--- config.mk ---
export PLATFORM = sky130hd
export DESIGN_NAME = cdc_hs_tx_flat
export DESIGN_NICKNAME = d
export VERILOG_FILES = /design/src/rtl/cdc_hs_tx_if.sv /design/src/rtl/cdc_hs_tx.sv /design/src/flat_wrapper.sv
export SDC_FILE = /design/constraint.sdc
export NUM_CORES = 1
export LEC_CHECK = 0
export BUFFER_PORTS_ARGS = -buffer_cell sky130_fd_sc_hd__buf_2
export CORE_MARGIN = 1
export CORE_UTILIZATION = 53
export CTS_CLUSTER_SIZE = 16
export DETAILED_ROUTE_END_ITERATION = 16
export PLACE_DENSITY = 0.78
export SKIP_LAST_GASP = 1
export SLEW_MARGIN = 20
export SYNTH_ARGS = -nofsm -noshare
export SYNTH_HDL_FRONTEND = slang
export SYNTH_SLANG_ARGS = --single-unit
export TNS_END_PERCENT = 100
--- constraint.sdc ---
create_clock -name wrclk -period 1.93 [get_ports wrclk]
set_input_delay 0.0965 -clock wrclk [delete_from_list [all_inputs] [get_ports wrclk]]
set_output_delay 0.0965 -clock wrclk [all_outputs]
set_load 0.03 [all_outputs]
--- src/rtl/cdc_hs_tx_if.sv ---
// cdc_hs_tx_if: source-side valid/ready port plus req/ack handshake of the cdc_hs_tx synchronizer
//   wr_valid/wr_data/wr_ready : word offer from the wrclk domain
//   req/req_data              : request and held word toward the receiving domain
//   ack                       : asynchronous acknowledge from the receiving domain
//   master drives the offer and ack; slave is the transmitter
interface cdc_hs_tx_if #(
   parameter int WIDTH = 32
);
   logic             wr_valid;
   logic [WIDTH-1:0] wr_data;
   logic             wr_ready;
   logic             req;
   logic [WIDTH-1:0] req_data;
   logic             ack;
   modport master (output wr_valid, wr_data, ack, input wr_ready, req, req_data);
   modport slave  (input wr_valid, wr_data, ack, output wr_ready, req, req_data);
endinterface

--- src/rtl/cdc_hs_tx.sv ---
// cdc_hs_tx: source-domain transmitter of a four-phase req/ack single-word synchronizer
//   wrclk, wr_rst_n : source clock, asynchronous active-low reset
//   bus (slave)     : wr_valid/wr_data/wr_ready in, req/req_data out, async ack in
//   busy            : handshake in progress (state not IDLE)
//   timeout_err     : sticky, req waited TIMEOUT cycles without ack; cleared by clr_err
//   xfer_cnt        : completed four-phase transfers, wrapping
module cdc_hs_tx #(
   parameter int WIDTH       = 32,
   parameter int SYNC_STAGES = 2,
   parameter int TIMEOUT     = 1024,
   parameter int CNT_W       = 16
) (
   input  logic              wrclk,
   input  logic              wr_rst_n,
   cdc_hs_tx_if.slave        bus,
   output logic              busy,
   output logic              timeout_err,
   input  logic              clr_err,
   output logic [CNT_W-1:0]  xfer_cnt
);
   localparam int TW = $clog2(TIMEOUT + 1);
   localparam logic [TW-1:0] TMAX = TW'(TIMEOUT);
   localparam logic [TW-1:0] TM1  = TW'(TIMEOUT - 1);
   typedef enum logic [1:0] {IDLE, REQ, ACKH} state_t;
   state_t                 st;
   logic                   hold_valid;
   logic [WIDTH-1:0]       hold_data;
   logic [SYNC_STAGES-1:0] sync;
   logic [TW-1:0]          wcnt;
   logic                   ack_s;
   logic                   done;
   logic                   launch;
   assign ack_s        = sync[SYNC_STAGES-1];
   assign bus.wr_ready = !hold_valid;
   assign busy         = st != IDLE;
   assign done         = st == ACKH && !ack_s;
   // IDLE waits for a receiver that is still acking after reset; ACKH relaunches as it completes
   assign launch       = hold_valid && !ack_s && st != REQ;
   always_ff @(posedge wrclk or negedge wr_rst_n) begin
      if (!wr_rst_n) begin
         st           <= IDLE;
         hold_valid   <= 1'b0;
         hold_data    <= '0;
         sync         <= '0;
         wcnt         <= '0;
         bus.req      <= 1'b0;
         bus.req_data <= '0;
         timeout_err  <= 1'b0;
         xfer_cnt     <= '0;
      end else begin
         sync <= {sync[SYNC_STAGES-2:0], bus.ack};
         if (bus.wr_valid && !hold_valid) begin
            hold_valid <= 1'b1;
            hold_data  <= bus.wr_data;
         end else if (launch) begin
            hold_valid <= 1'b0;
         end
         if (launch) begin
            bus.req_data <= hold_data;
            bus.req      <= 1'b1;
            wcnt         <= '0;
            st           <= REQ;
         end else if (st == REQ) begin
            wcnt <= wcnt == TMAX ? wcnt : wcnt + 1'b1;
            if (ack_s) begin
               bus.req <= 1'b0;
               st      <= ACKH;
            end
         end else if (done) begin
            st <= IDLE;
         end
         if (done) xfer_cnt <= xfer_cnt + 1'b1;
         // set on the cycle the wait count reaches TIMEOUT; set beats a simultaneous clear
         timeout_err <= (st == REQ && wcnt == TM1) || (timeout_err && !clr_err);
      end
   end
endmodule

--- src/flat_wrapper.sv ---
// flat-port wrapper written by rule: the top's interface ports become plain ports
module cdc_hs_tx_flat 
#(
   parameter int WIDTH       = 32,
   parameter int SYNC_STAGES = 2,
   parameter int TIMEOUT     = 1024,
   parameter int CNT_W       = 16
)
  (wrclk, wr_rst_n, busy, timeout_err, clr_err, xfer_cnt, bus_wr_valid, bus_wr_data, bus_ack, bus_wr_ready, bus_req, bus_req_data);
  cdc_hs_tx_if #(.WIDTH(WIDTH)) bus_i ();
  input  logic wrclk;
  input  logic wr_rst_n;
  output logic busy;
  output logic timeout_err;
  input  logic clr_err;
  output logic [CNT_W-1:0] xfer_cnt;
  input wire logic [$bits(bus_i.wr_valid)-1:0] bus_wr_valid;
  input wire logic [$bits(bus_i.wr_data)-1:0] bus_wr_data;
  input wire logic [$bits(bus_i.ack)-1:0] bus_ack;
  output wire logic [$bits(bus_i.wr_ready)-1:0] bus_wr_ready;
  output wire logic [$bits(bus_i.req)-1:0] bus_req;
  output wire logic [$bits(bus_i.req_data)-1:0] bus_req_data;
  assign bus_i.wr_valid = bus_wr_valid;
  assign bus_i.wr_data = bus_wr_data;
  assign bus_i.ack = bus_ack;
  assign bus_wr_ready = bus_i.wr_ready;
  assign bus_req = bus_i.req;
  assign bus_req_data = bus_i.req_data;
  cdc_hs_tx #(.WIDTH(WIDTH), .SYNC_STAGES(SYNC_STAGES), .TIMEOUT(TIMEOUT), .CNT_W(CNT_W)) u_core (.wrclk(wrclk), .wr_rst_n(wr_rst_n), .bus(bus_i), .busy(busy), .timeout_err(timeout_err), .clr_err(clr_err), .xfer_cnt(xfer_cnt));
endmodule
==> results.cfg <==
[synth]
syn-num-nets = 316
synthDistinctLibCells = 40
synth_edf_count = 0
yosysSeqAreaShare_pct = 62.3
synthCells = 276
netlist_top_cells_area = dfrtp_1 (62%), mux2_2 (18%), xnor2_1 (4.0%)
yosys.area.top_type = dfrtp_1
synth_ff_type = dfrtp_1
yosys_warnings = 0
synthesis.area_um2 = 3930
synth_top_area_share_pct = 62.3
synth.avg_cell_area_um2 = 14.3
ys_ff_latch = 98
async_reset_ff_share_pct = 100
synth.most_common_cell = dfrtp_1
synthTopCellsByCount = dfrtp_1 (98), mux2_2 (62), xnor2_1 (18)

[finish]
drive_gt1_share_pct = 42.6
fin_cells = 510
fin_nets = 446
synthToLayoutAreaGrowth_pct = 28.6
nFillCells = 539
num_antenna_cells = 0

[pwr]
swShare_pct = 38.1
ir_worst_vdd_mv = 1.00
total_power_mw = 7.25
p_int_mw = 4.49
clockPowerShare_pct = 16.3
power_density_nw_per_um2 = 1430
leakage_nw = 2.32
combPwrFrac_pct = 37.5
p_sw_mw = 2.76
power_frac_seq_pct = 46.3

[critical_path]
cpPeakStageDelay_ns = 0.49
worstSetupEndpointType = register
slowest_stage = dfrtp_1
crit_chain = and2b_1 -> nor2_4 -> buf_12 -> mux2_2
path_class = register to register
worstSetupStartpointType = register
arrival_ns = 1.86
r2r-end = u_core.bus.req_data[9]
cp.required_ns = 2.17
path_max_fanout = 35
reg2reg_depth = 4
rr_startpoint = u_core.st[0]
r2r_setup_slack_ns = 0.31

[global_route]
antenna_found_initial = 0
grt_pass1_wl_um = 12800
grt_pass1_vias = 2734
grt_usage_pct = 22.2
grt_max_degree = 43
grt_remaining_overflow = 0

[sta]
rsz0062_at_grt = false
worst_slew_pin_slew_ns = 0.454
fin_crit_ns = 1.62
slew_violations = 0
setup_viol = 0
fmax_ghz = 0.617
timing.final.crit_share_pct = 83.9
fin_setup_tns_ns = 0
slew_headroom_pct = 69.3
finalClockSkew_ns = 0.0115
finalHoldViolCount = 0

[floorplanning]
core_um2 = 7210
dieHeight_um = 88.2
rows = 31
io-pin-count = 89
design.die.area_um2 = 7770
start_util_pct = 54.5
die_w_um = 88.2

[detailed_routing]
drt_iter0_markers = 113
ant_nets = 0
via_per_inst = 5.13
wl_um = 7880
vias = 2616
remaining_drc_errors = 0
wire_per_inst_um = 15.4
dr.pass1.iters = 6

[place]
placedCellCount = 458
port_buffers = 88
routabilityCongestion = 0.825
place_hpwl_um = 4980

[status]
status = completed

[clocking]
numCtsBuffers = 9
clk_pin_slew_ns = 0.10
cts.path.max_buffers = 2
root_buffer = clkbuf_8
cts_setup_buffers = 0
htreeDepth = 3
cts_tree = done
cts.sinks = 98
clock_latency_ns = 0.36

[job]
drv_cap = 0

[hold_path]
hold_path_class = input port to asynchronous set/reset pin
through the flow:
step                      setup slack, ns  util [%]  instance area (um^2)  hold WS (ns)
after floorplan                     0.406         -                  3930        -0.199
after global placement              0.367      62.7                  4530        0.0837
after detailed placement            0.331      62.7                  4530        0.0894
after CTS                           0.317      70.1                  5060         0.243
after global routing                0.101      70.1                  5060         0.284
final                               0.311      70.1                  5060         0.241
sequential cells by signal, summed over array words and instances (netlist names):
name / count
u_core.sync: 2
u_core.st: 2
u_core.timeout_err: 1
u_core.xfer_cnt: 16
u_core.bus.req: 1
u_core.hold_data: 32
u_core.hold_valid: 1
u_core.bus.req_data: 32
u_core.wcnt: 11
cells by family after synthesis:
group                      Yosys count  share of synthesized area (%)
adders and majority gates            3                          0.954
buffers and inverters               16                           2.00
DFF                                 98                           62.3
and+or+nand+nor                     59                           9.10
AOI/OAI and AO/OA                   11                           1.62
muxes                               66                           18.9
xor gates and xnor gates            23                           5.12
final cells by class:
class / instances / area (um^2) / share of cell area, %
repair buffers: 129 / 878 / 17.4
flip-flops and latches: 98 / 2450 / 48.5
clock buffers: 11 / 131 / 2.60
multi-input cells: 162 / 1410 / 27.9
well taps: 99 / 124 / 2.45
clock inverters: 5 / 38.8 / 0.767
inverters: 6 / 22.5 / 0.445
worst max path at each step:
stage,from,to,slack [ns],cells past startpoint
3_3_place_gp,u_core.st[0],u_core.bus.req_data[18],0.37,4
2_1_floorplan,u_core.xfer_cnt[0],u_core.xfer_cnt[8],0.41,5
4_1_cts,u_core.st[0],u_core.bus.req_data[11],0.32,4
3_5_place_dp,u_core.st[0],u_core.bus.req_data[22],0.33,4
6_report,u_core.st[0],u_core.bus.req_data[9],0.31,4
5_1_grt,u_core.wcnt[1],u_core.wcnt[1],0.10,5
layout by cell type (no fill, tap or decap), types with 3 or more instances in the layout:
cell type / netlist / routed
nand3_1: 8 / 8
buf_4: 3 / 3
o21ai_0: 5 / 5
dlygate4sd3_1: 0 / 36
ha_1: 3 / 3
clkbuf_8: 0 / 9
nand2_1: 7 / 7
xor2_1: 5 / 5
buf_12: 0 / 3
inv_1: 6 / 6
xnor2_1: 18 / 18
nor2_1: 13 / 13
mux2_2: 62 / 62
buf_2: 6 / 87
dfrtp_1: 98 / 98
nand2b_1: 3 / 3
mux2_1: 3 / 3
nand4_1: 6 / 6
power by group through the flow:
stage	Clock, mW	Sequential, mW	Combinational [mW]
final	1.18	3.36	2.72
after global routing	1.28	3.46	2.91
after CTS	1.22	3.34	2.73
after detailed placement	0	3.37	2.66
after global placement	0	3.33	2.58
after floorplan	0	4.05	1.14
repair_timing:
item,CTS,global route
hold buffers,36,0
setup endpoints to repair,0,0
resized for setup,0,0
hold endpoints to repair,69,0
worst max-delay path, delay by kind of cell, from the launching register on:
family | cells | cell delay, ns
DFF | 1 | 0.49
and+or+nand+nor | 2 | 0.42
muxes | 1 | 0.36
buffers and inverters | 1 | 0.22
metal layers:
layer / global-route usage (%) / wire (um) / share of wire, % / vias up
met5: 0 / 0 / 0 / -
li1: - / - / - / 1223
met4: 9.38 / 108 / 1.4 / 0
met3: 4.81 / 362 / 4.6 / 12
met2: 37.9 / 3960 / 50 / 73
met1: 27.3 / 3450 / 44 / 1308
(Power assumes the default switching activity.)
